File: src/rtl/regfile_dump_reader.sv
// regfile_dump_reader
//   On a start pulse, reads every architectural register in pairs through the
//   register file's two asynchronous read ports. Each pair is snapshotted into
//   bufA/bufB in a single FETCH cycle. The snapshot is then streamed out one
//   word per beat on a valid/ready interface.
//
//   Optional feature (macro REGDUMP_CHECKSUM_EN): an XOR checksum of all dumped
//   words is appended as one extra beat (outIndex=0, outLast=1).
//
// Parameters
//   SIZE      number of registers dumped; even, 2..32
// Ports
//   clk       system clock, all state on posedge
//   rst       synchronous active-high reset
//   start     begin a dump (only honoured while idle)
//   busy      high whenever not idle
//   done      one-cycle pulse after the final beat is accepted
//   rdAddr1/2 register file read addresses (ptr, ptr+1)
//   rdData1/2 register file read data (combinational in rdAddr)
//   outValid/outReady/outData/outIndex/outLast  output stream
module regfile_dump_reader #(
    parameter int SIZE = 32
) (
    input  logic        clk,
    input  logic        rst,
    input  logic        start,
    output logic        busy,
    output logic        done,
    output logic [4:0]  rdAddr1,
    output logic [4:0]  rdAddr2,
    input  logic [31:0] rdData1,
    input  logic [31:0] rdData2,
    output logic        outValid,
    input  logic        outReady,
    output logic [31:0] outData,
    output logic [4:0]  outIndex,
    output logic        outLast
);

    generate
        if ((SIZE < 2) || (SIZE > 32) || ((SIZE % 2) != 0)) begin : g_bad_size
            $error("regfile_dump_reader: SIZE=%0d must be even and in 2..32", SIZE);
        end
    endgenerate

    typedef enum logic [2:0] {
        S_IDLE   = 3'd0,
        S_FETCH  = 3'd1,
        S_SEND_A = 3'd2,
        S_SEND_B = 3'd3,
`ifdef REGDUMP_CHECKSUM_EN
        S_CHK    = 3'd4,
`endif
        S_DONE   = 3'd5
    } state_t;

    // 6-bit compare so SIZE=32 is representable next to the 5-bit pointer.
    localparam logic [5:0] SIZE6 = 6'(SIZE);

    state_t      state, state_nx;
    logic [4:0]  ptr;
    logic [31:0] bufA, bufB;
    logic        last_pair;

`ifdef REGDUMP_CHECKSUM_EN
    logic [31:0] acc;
`endif

    assign last_pair = (({1'b0, ptr} + 6'd2) == SIZE6);

    // Read addresses follow the pointer unconditionally; the external mux
    // decides whether the register file actually sees them (busy=1).
    assign rdAddr1 = ptr;
    assign rdAddr2 = ptr + 5'd1;

    // Next state and outputs. Stream outputs are decoded from state and the
    // snapshot registers, so they are naturally stable during backpressure.
    always_comb begin
        state_nx = state;
        busy     = (state != S_IDLE);
        done     = 1'b0;
        outValid = 1'b0;
        outData  = 32'd0;
        outIndex = 5'd0;
        outLast  = 1'b0;
        case (state)
            S_IDLE: begin
                if (start) state_nx = S_FETCH;
            end
            S_FETCH: begin
                state_nx = S_SEND_A;
            end
            S_SEND_A: begin
                outValid = 1'b1;
                outData  = bufA;
                outIndex = ptr;
                if (outReady) state_nx = S_SEND_B;
            end
            S_SEND_B: begin
                outValid = 1'b1;
                outData  = bufB;
                outIndex = ptr + 5'd1;
`ifdef REGDUMP_CHECKSUM_EN
                if (outReady) state_nx = last_pair ? S_CHK : S_FETCH;
`else
                outLast  = last_pair;
                if (outReady) state_nx = last_pair ? S_DONE : S_FETCH;
`endif
            end
`ifdef REGDUMP_CHECKSUM_EN
            S_CHK: begin
                outValid = 1'b1;
                outData  = acc;
                outIndex = 5'd0;
                outLast  = 1'b1;
                if (outReady) state_nx = S_DONE;
            end
`endif
            S_DONE: begin
                done     = 1'b1;
                state_nx = S_IDLE;
            end
            default: begin
                state_nx = S_IDLE;
            end
        endcase
    end

    always_ff @(posedge clk) begin
        if (rst) begin
            state <= S_IDLE;
            ptr   <= 5'd0;
            bufA  <= 32'd0;
            bufB  <= 32'd0;
        end else begin
            state <= state_nx;
            case (state)
                S_IDLE, S_DONE: begin
                    ptr <= 5'd0;
                end
                S_FETCH: begin
                    // Snapshot point: later register file writes do not
                    // reach this pair's beats.
                    bufA <= rdData1;
                    bufB <= rdData2;
                end
                S_SEND_B: begin
                    // Pointer stays at the final pair; it is cleared in DONE.
                    if (outReady && !last_pair) ptr <= ptr + 5'd2;
                end
                default: begin
                end
            endcase
        end
    end

`ifdef REGDUMP_CHECKSUM_EN
    always_ff @(posedge clk) begin
        if (rst) begin
            acc <= 32'd0;
        end else if ((state == S_IDLE) && start) begin
            acc <= 32'd0;
        end else if (((state == S_SEND_A) || (state == S_SEND_B)) && outReady) begin
            acc <= acc ^ outData;
        end
    end
`endif

endmodule

File: config.mk
export PLATFORM = sky130hd
export DESIGN_NAME = regfile_dump_reader
export DESIGN_NICKNAME = d
export VERILOG_FILES = /design/src/rtl/regfile_dump_reader.sv
export SDC_FILE = /design/constraint.sdc
export NUM_CORES = 1
export LEC_CHECK = 0
export CORE_UTILIZATION = 35
export DETAILED_ROUTE_END_ITERATION = 6
export PLACE_DENSITY = 0.74
export SETUP_SLACK_MARGIN = 0.02
export SLEW_MARGIN = 20
export SYNTH_ARGS = -nofsm -noshare
export SYNTH_HDL_FRONTEND = slang
export SYNTH_SLANG_ARGS = --single-unit
File: constraint.sdc
create_clock -name clk -period 1.5 [get_ports clk]
set_input_delay 0.375 -clock clk [delete_from_list [all_inputs] [get_ports clk]]
set_output_delay 0.375 -clock clk [all_outputs]
set_load 0.01 [all_outputs]
==> impl_metrics.yaml, run 1 <==
clock_network:
  cts_tree: "yes"
  clk_latency_ps: 340
  htree_levels: 3
  hold_buffers: 0
  clock-sinks: 71
  cts_buffer_depth: 2
  clk_pin_slew_ps: 80
  cts_buffers: 9
  clock_tree.root_cell: "clkbuf_8"
cells_and_area:
  finalNetCount: 634
  drive_gt1_share_pct: 36.5
  diodes: 0
  synthToLayoutAreaGrowth_pct: 77.3
  instances_no_fill: 678
global_route:
  grt_pass1_wl_um: 15400
  grt_pass1_vias: 3246
  grt_usage_pct: 20.1
  antenna_found_initial: 0
  grt_remaining_overflow: 0
  grt_max_degree: 37
setup_path:
  crit_type: "reg -> out"
  worstPathMaxFanout: 4
  r2r_slack_ps: -90
  crit_required_ps: 1120
  end_kind: "output port"
  start_kind: "register"
  worst_ep_arrival_time_ps: 1480
  r2r_cells: 7
power_and_ir_drop:
  vdd_ir_drop_max_mv: 0.601
  power.total_w: 0.00575
  p_int_w: 0.00410
  pwr_density_cell_nw_per_um2: 1030
  p_sw_share_pct: 28.8
  p_seq_share_pct: 37.5
  p_leak_nw: 2.17
  combPwrFrac_pct: 31.9
  p_switching_w: 0.00165
  clkPwrFrac_pct: 30.5
routing:
  dr_total_vias: 3323
  finalWirelength_um: 9920
  firstDrtPassIters: 4
  drt-wirelength-per-cell_um: 14.6
  ant_nets: 0
  vias_per_cell: 4.90
  drc: 0
  drtIter0Drc: 127
sta:
  rsz0062_at_grt: "true"
  finClkSkew_ps: 9.70
  hold_viol: 0
  slew_viol_final: 0
  fin_ws_ps: -356
  max_freq_ghz: 0.539
  period_minus_slack_ps: 1860
  period_share_pct: 124
  finalSetupViolCount: 77
floorplanning:
  row_count: 34
  die_y_um: 96.8
  pin_count: 119
  die-area_sq_um: 9370
  die_w_um: 96.8
  core_area_sq_um: 8720
  initial_core_util_pct: 36.1
synth:
  syn_nets: 479
  synthCells: 410
  ys_seq_elements: 71
  ys_seq_area_share_pct: 45.2
  synth.yosys.warnings: 0
  synth_area_sq_um: 3140
  synthDistinctLibCells: 32
  syn_area_per_cell_sq_um: 7.67
worst_hold_path:
  min_path_cells: 2
  hp-class: "in -> reg"
place:
  port_buffers: 116
  place_inst: 627
  routabilityCongestion: 0.841
  dp_hpwl_um: 5800
outcome:
  status: "finished with violations"
  violations: "setup timing"
run:
  maxCapViolations: 0
==> state kept, by name (all words and copies together) (netlist names) <==
signal	cells
rdAddr1	4
bufA	32
state	3
bufB	32
==> layout by cell type, fill, tap and decap left out, types with 4 or more instances in the layout <==
cell type	netlist	layout
clkbuf_8	0	11
mux2i_4	0	5
nand2_1	135	132
dfxtp_2	0	4
nor2_1	37	24
dfxtp_1	71	64
clkdlybuf4s50_1	0	66
buf_2	17	30
mux2i_1	32	17
a21oi_2	0	21
mux2i_2	0	10
buf_12	0	13
buf_4	7	21
nor2_4	0	5
and2_4	0	5
buf_6	1	34
a21oi_1	65	44
nor2_2	0	8
buf_8	0	6
==> synthesized netlist by cell type <==
cell        n  area share (%)
clkinv_4    1            0.28
and4b_1     1            0.32
nor2_1     37             4.4
a32o_1      1            0.32
o21a_1      1            0.24
mux2i_1    32              10
nor4_1      1            0.20
a21oi_1    65              10
buf_6       1            0.36
and2_1      6             1.2
nand2b_1    1            0.20
dfxtp_1    71              45
or3b_1      1            0.28
nand2_1   135              16
inv_1       2            0.24
o22ai_1     1            0.20
a31oi_1     1            0.20
o21ai_0     2            0.32
or3_1       1            0.20
nand3_2     2            0.64
nor3_1      2            0.32
a211oi_2    1            0.40
a211o_1     1            0.28
nand3_1     2            0.32
buf_2      17             2.7
o31ai_2     1            0.40
conb_1      2            0.24
and3b_1     1            0.28
clkbuf_1   11             1.3
buf_4       7             1.7
ha_1        1            0.40
o31ai_1     1            0.24
==> area by class of cell <==
type	instances	area, sq um
well taps	108	135
clock inverters	5	78.8
fillers	719	3150
multi-input cells	300	1860
clock buffers	11	151
inverters	3	18.8
repair buffers	180	1900
flip-flops and latches	71	1440
==> critical path, stage by stage (launching register included) <==
cell     delay (ps)
dfxtp_4         380
buf_12          140
buf_12          120
buf_12          120
mux2i_2         130
nor2_1          100
buf_2           140
==> power groups by stage <==
stage	combinational [W]	clock [W]	sequential, W
2_1_floorplan	0.000662	0	0.00215
3_3_place_gp	0.00114	0	0.00217
3_5_place_dp	0.00115	0	0.00218
4_1_cts	0.00155	0.00177	0.00214
5_1_grt	0.00197	0.00186	0.00218
6_report	0.00184	0.00176	0.00216
==> stage by stage <==
step	setup TNS [ps]	cell area, sq um	util [%]	hold WS (ps)	worst slack, ps
after CTS	-9890	5110	58.6	329	-392
after detailed placement	-15200	4580	52.5	447	-457
final	-11310	5570	63.9	349	-356
after global routing	-16830	5570	63.9	351	-423
after global placement	-14690	4580	52.5	442	-451
after floorplan	0	3180	-	436	17.7
==> per-layer routing <==
metal | part of all wire (%) | vias to the layer above | track usage [%]
met4 | 1.0 | 0 | 6.08
met5 | 0 | - | 0
met2 | 51 | 121 | 34.9
li1 | - | 1644 | -
met3 | 5.4 | 12 | 4.70
met1 | 43 | 1546 | 24.7
==> final timing paths <==
path                            startpoint          end
worst min register to register    bufA[29]     bufA[29]
worst min-delay path                   rst   rdAddr1[3]
worst max-delay path              state[0]  outData[12]
worst max register to register    state[0]   rdAddr1[2]
==> cell families (layout without fill, tap and decap cells) <==
kind of cell | count (synthesis) | in the layout | synth area share, %
flip-flops | 71 | 71 | 45.2
AO/OA/AOI/OAI | 75 | 75 | 12.9
AND/OR/NAND/NOR | 190 | 190 | 24.5
buffers and inverters | 39 | 199 | 6.57
adder cells (fa/ha/maj) | 1 | 1 | 0.398
other | 2 | 2 | 0.239
multiplexers | 32 | 32 | 10.2
==> repair_timing <==
| action | 4_1_cts | 5_1_grt |
|---|---|---|
| cloned | 5 | 2 |
| gates resized for setup | 231 | 100 |
| setup endpoints to repair | 53 | 114 |
| pin swaps | 6 | 16 |
| setup buffers | 22 | 12 |
| hold endpoints to repair | 0 | 0 |
Note: power is estimated with default switching activity, not from simulation.
==> run 2, diff against run 1 <==
- CAP_MARGIN: default -> 15
- CORE_UTILIZATION: 35 -> 40
- PLACE_DENSITY: 0.74 -> 0.82
==> run 2 against run 1 <==
Compared with the run above: the flow still finishes with violations (setup timing); critical path depth shrank 1; clock power about the same; non-clock buffer count shrank 17; utilization increased by 5.4 points; count of clock-buffer cells in the layout did not move; setup slack got worse by 62 ps; register-to-register slack improved by 120 ps; via count shrank 1.4%; final area decreased by 7.9%; largest power group unchanged; global-route usage increased by 1.2 points; clock skew is 1.1 ps lower; final cell count down 3.8%.
==> impl_metrics.yaml, run 2 (synthesis results as in run 1) <==
place:
  pre_cts_ws_ps: -449
  dp_hpwl_um: 5920
  routabilityCongestion: 0.834
  port_buffers: 116
cells_and_area:
  layout_common_cells: "132 x nand2_1, 66 x clkdlybuf4s50_1, 64 x dfxtp_1"
  diodes: 0
  layout.cells.most_common: "nand2_1"
  finalNetCount: 617
  synthToLayoutAreaGrowth_pct: 63.4
  drive_gt1_share_pct: 28.9
setup_path:
  r2r_cells: 6
  crit_type: "reg -> out"
  r2r_slack_ps: 30
  worst_r2r_endpoint: "bufB[12]"
  cp-endpoint: "outLast"
  worstPathMaxFanout: 3
  end_kind: "output port"
  start_kind: "register"
  crit_start: "rdAddr1[1]"
  worst_ep_arrival_time_ps: 1540
  max_stage_delay_ps: 400
  r2r-start: "state[0]"
  critPathSlowestCell: "or3_4"
  crit_required_ps: 1120
  cp_cell_sequence: "ha_4, nand2_4, or3_4, nor2_4, buf_6"
sta:
  fin_ws_ps: -419
  max_freq_ghz: 0.521
  fin_hold_ws_ps: 448
  finalSetupViolCount: 41
  finClkSkew_ps: 8.60
  hold_viol: 0
  period_share_pct: 128
  period_minus_slack_ps: 1920
  slew_viol_final: 0
  rsz0062_at_grt: "true"
  fin_tns_setup_ps: -9640
routing:
  dr_total_vias: 3275
  ant_nets: 0
  drt-wirelength-per-cell_um: 15.0
  firstDrtPassIters: 4
  drtIter0Drc: 166
  vias_per_cell: 5.02
  finalWirelength_um: 9760
  drc: 0
power_and_ir_drop:
  clkPwrFrac_pct: 32.1
  pwr_density_cell_nw_per_um2: 1050
  p_sw_share_pct: 28.2
  p_seq_share_pct: 39.9
  p_switching_w: 0.00153
  p_int_w: 0.00388
  p_leak_nw: 2.03
  combPwrFrac_pct: 28.1
  vdd_ir_drop_max_mv: 0.572
clock_network:
  clk_latency_ps: 340
  cts_tree: "yes"
  clk_pin_slew_ps: 80
  cts_buffer_depth: 2
  htree_levels: 3
  cts_buffers: 9
  clock-sinks: 71
  clock_tree.root_cell: "clkbuf_8"
  hold_buffers: 0
floorplanning:
  core_area_sq_um: 7410
  die-area_sq_um: 8220
  initial_core_util_pct: 42.4
  row_count: 31
  die_y_um: 90.7
  die_w_um: 90.7
  pin_count: 119
global_route:
  grt_pass1_wl_um: 14200
  grt_pass1_vias: 3116
  grt_max_degree: 36
  grt_remaining_overflow: 0
  grt_usage_pct: 21.4
  antenna_found_initial: 0
outcome:
  violations: "setup timing"
  status: "finished with violations"
run:
  maxCapViolations: 0
worst_hold_path:
  hp-class: "in -> reg"
run 2: cell types whose count changed in the layout (fill, tap and decap cells not counted), moves of 5 or more:
cell	change
mux2i_2	-5
buf_6	-13
a21oi_2	-10
nor2_2	-6
mux2i_1	+8
a21oi_1	+10
buf_8	-5
nor2_1	+10
run 2: final cells by class:
| class | count | area [sq um] |
|---|---|---|
| Clock inverter | 5 | 80.1 |
| Inverter | 3 | 16.3 |
| Fill cell | 588 | 2270 |
| Timing Repair Buffer | 163 | 1600 |
| Tap cell | 99 | 124 |
| Clock buffer | 11 | 151 |
| Multi-Input combinational cell | 300 | 1720 |
| Sequential cell | 71 | 1440 |
run 2: stage by stage:
stage / cells / area (sq um) / util [%] / power (W)
after floorplan: 410 / 3180 / - / 0.00281
after global placement: 615 / 4570 / 61.7 / 0.00330
after detailed placement: 615 / 4570 / 61.7 / 0.00333
after CTS: 643 / 4830 / 65.2 / 0.00518
after global routing: 652 / 5140 / 69.3 / 0.00563
final: 652 / 5140 / 69.3 / 0.00541
run 2: worst max-delay path: cells and delay by family (launching register included):
kind,cells,cell delay [ps]
and+or+nand+nor,3,560
DFF,1,380
adders and majority gates,1,150
buffers and inverters,1,100
run 2: power groups by stage:
stage	Sequential (W)	Clock [W]	Combinational (W)
after floorplan	0.00215	0	0.000662
after global placement	0.00217	0	0.00114
after detailed placement	0.00217	0	0.00115
after CTS	0.00214	0.00175	0.00128
after global routing	0.00218	0.00183	0.00163
final	0.00216	0.00173	0.00152
run 2: per-layer routing:
layer  share of wire [%]  vias up  track usage (%)
met2                  50      109             37.2
met4                 1.2        0             8.06
met3                 4.9       14             4.71
met5                   0        -                0
li1                    -     1606                -
met1                  44     1546             25.6
run 2: repair_timing:
item                       4_1_cts  5_1_grt
gates cloned                     1        8
setup endpoints to repair       49       98
resized for setup              209       46
setup buffers                   11        3
pin swaps                        6       10
run 2: worst min path at each step:
| stage | startpoint | end | slack (ps) | cells past startpoint |
|---|---|---|---|---|
| floorplan | bufA[0] | bufA[0] | 440 | 2 |
| global placement | bufA[6] | bufA[6] | 440 | 2 |
| detailed placement | bufA[28] | bufA[28] | 450 | 2 |
| CTS | rst | bufB[14] | 430 | 2 |
| global route | rst | bufB[14] | 450 | 2 |
| finish | rst | bufB[14] | 450 | 2 |
==> run 3, diff against run 2 <==
- ABC_AREA: default -> 1
- CORE_UTILIZATION: 40 -> 39
- PLACE_DENSITY: 0.82 -> 0.81
==> run 3 against run 2 <==
Compared with the run above: the run still ends with setup timing left; combinational power grew 15%; setup slack gained 160 ps; utilization shrank 5.1 points; count of clock-buffer cells in the layout grew 3; first-iteration DRC count shrank 36%; highest routed layer unchanged.
==> impl_metrics.yaml, run 3 <==
outcome:
  status: "finished with violations"
  violations: "setup timing"
synth:
  ys_seq_elements: 71
  yosysMostFrequentCell: "inv_1"
  synth_top_area_cell: "dfxtp_1"
  synth_commonest_cells: "74 x inv_1, 71 x dfxtp_1, 69 x a21oi_1"
  ys_top_cells_by_area: "dfxtp_1 47%, a21oi_1 12%, inv_1 9.3%"
  syn_area_per_cell_sq_um: 7.69
  synth_ff_type: "dfxtp_1"
  synthDistinctLibCells: 24
  async_reset_ff_share_pct: 0
  synthCells: 390
  ys_seq_area_share_pct: 47.4
  synth_area_sq_um: 3000
  synth.top_cell.area_share_pct: 47.4
  synth_edf_count: 0
  synth.yosys.warnings: 0
  syn_nets: 459
worst_hold_path:
  hp-class: "reg -> reg"
  min_path_cells: 2
power_and_ir_drop:
  pwr_density_cell_nw_per_um2: 1170
  clkPwrFrac_pct: 25.8
  p_sw_share_pct: 31.4
  combPwrFrac_pct: 31.8
  p_leak_nw: 1.93
  p_switching_w: 0.00173
  p_seq_share_pct: 42.4
  p_int_w: 0.00378
  vdd_ir_drop_max_mv: 0.617
floorplanning:
  initial_core_util_pct: 40.9
  row_count: 31
  die_w_um: 89.7
  pin_count: 119
  die_y_um: 89.7
  die-area_sq_um: 8050
  core_area_sq_um: 7330
setup_path:
  critPathSlowestCell: "dfxtp_4"
  start_kind: "register"
  r2r-start: "state[1]"
  crit_start: "state[2]"
  r2r_slack_ps: 110
  max_stage_delay_ps: 370
  worst_r2r_endpoint: "state[2]"
  worstPathMaxFanout: 18
  crit_required_ps: 1120
  end_kind: "output port"
  worst_ep_arrival_time_ps: 1380
  crit_type: "reg -> out"
  r2r_cells: 8
  cp-endpoint: "outData[0]"
  cp_cell_sequence: "nor2_4, nand2_4, buf_12, o22ai_2, buf_2"
run:
  maxCapViolations: 0
cells_and_area:
  synthToLayoutAreaGrowth_pct: 56.9
  layout.cells.most_common: "inv_1"
  drive_gt1_share_pct: 28.1
  diodes: 0
  finalNetCount: 592
  final_area_sq_um: 4710
  layout_common_cells: "71 x inv_1, 69 x a21oi_1, 67 x clkdlybuf4s50_1"
sta:
  slew_viol_final: 0
  period_share_pct: 117
  fin_ws_ps: -254
  rsz0062_at_grt: "true"
  hold_viol: 0
  finalSetupViolCount: 41
  period_minus_slack_ps: 1750
  fin_tns_setup_ps: -8410
  finClkSkew_ps: 9.59
  max_freq_ghz: 0.570
global_route:
  grt_pass1_wl_um: 12500
  grt_remaining_overflow: 0
  grt_usage_pct: 20.1
  antenna_found_initial: 0
  grt_pass1_vias: 2841
  grt_max_degree: 54
routing:
  drtIter0Drc: 107
  ant_nets: 0
  firstDrtPassIters: 4
  finalWirelength_um: 8200
  drc: 0
  dr_total_vias: 3109
  vias_per_cell: 4.97
  drt-wirelength-per-cell_um: 13.1
clock_network:
  clock_tree.root_cell: "clkbuf_8"
  clk_latency_ps: 330
  cts_buffer_depth: 2
  cts_buffers: 9
  htree_levels: 3
  clock-sinks: 71
  clk_pin_slew_ps: 80
  cts_tree: "yes"
place:
  routabilityCongestion: 0.818
  port_buffers: 116
  place_area_sq_um: 4370
  dp_hpwl_um: 5550
## run 3: cell count changes in the layout (fill, tap and decap cells not counted), moves of 6 or more
cell / delta
clkbuf_16: -6
nand2_1: -123
o21ai_0: +18
o22ai_2: +19
mux2i_1: -25
a21oi_1: +15
buf_6: -12
buf_4: +7
o21ai_1: +46
a21oi_2: -11
o22ai_1: +12
nor2_1: -29
inv_1: +70
## run 3: routing by layer
| layer | track usage, % | part of all wire [%] | vias up |
|---|---|---|---|
| li1 | - | - | 1555 |
| met1 | 22.9 | 40 | 1436 |
| met2 | 36.5 | 51 | 108 |
| met3 | 3.84 | 6.8 | 10 |
| met4 | 8.95 | 1.5 | 0 |
| met5 | 0 | 0 | - |
## run 3: kinds of logic (layout without fill, tap and decap cells)
family / count (synthesis) / in the layout / synth area share, %
AND/OR/NAND/NOR: 36 / 36 / 6.05
flip-flops: 71 / 71 / 47.4
other: 2 / 2 / 0.250
adder cells (fa/ha/maj): 1 / 1 / 0.417
XOR/XNOR: 1 / 1 / 0.292
AO/OA/AOI/OAI: 168 / 168 / 29.4
buffers and inverters: 111 / 247 / 16.2
## run 3: how the worst min path moves through the flow
stage	start	to	slack, ps
after floorplan	bufB[17]	bufB[17]	430
after global placement	bufA[1]	bufA[1]	440
after detailed placement	bufA[8]	bufA[8]	440
after CTS	bufA[8]	bufA[8]	450
after global routing	bufA[14]	bufA[14]	470
final	bufA[14]	bufA[14]	450
## run 3: power groups by stage
stage	clock network, W	logic [W]	registers, W
6_report	0.00142	0.00175	0.00233
5_1_grt	0.00153	0.00194	0.00237
4_1_cts	0.00145	0.00158	0.00234
3_5_place_dp	0	0.00158	0.00237
3_3_place_gp	0	0.00154	0.00236
2_1_floorplan	0	0.000963	0.00235
## run 3: final cells by class
type                    count  area, sq um
flip-flops and latches     71         1440
multi-input cells         208         1300
repair buffers            155         1360
fillers                   624         2630
inverters                  78          300
clock buffers              14          183
well taps                  99          124
## run 3: per-stage QoR
step                      instances  worst slack, ps  total power, W  utilization [%]  hold slack [ps]
final                           625             -254         0.00551             64.2              453
after global routing            625             -311         0.00584             64.2              474
after CTS                       614             -263         0.00536             61.1              453
after detailed placement        598             -391         0.00395             59.6              443
after global placement          598             -342         0.00390             59.6              438
after floorplan                 390             37.8         0.00331                -              429
## run 3: worst max-delay path, delay by kind of cell (launching register included)
| family | cells | cell delay, ps |
|---|---|---|
| AOI/OAI and AO/OA | 1 | 120 |
| buffers and inverters | 2 | 320 |
| DFF | 1 | 370 |
| and+or+nand+nor | 2 | 230 |
## run 3: repair_timing
action,4_1_cts,5_1_grt
setup buffers,2,11
resized for setup,207,47
pin swaps,6,5
setup endpoints to repair,49,49
hold buffers,0,0
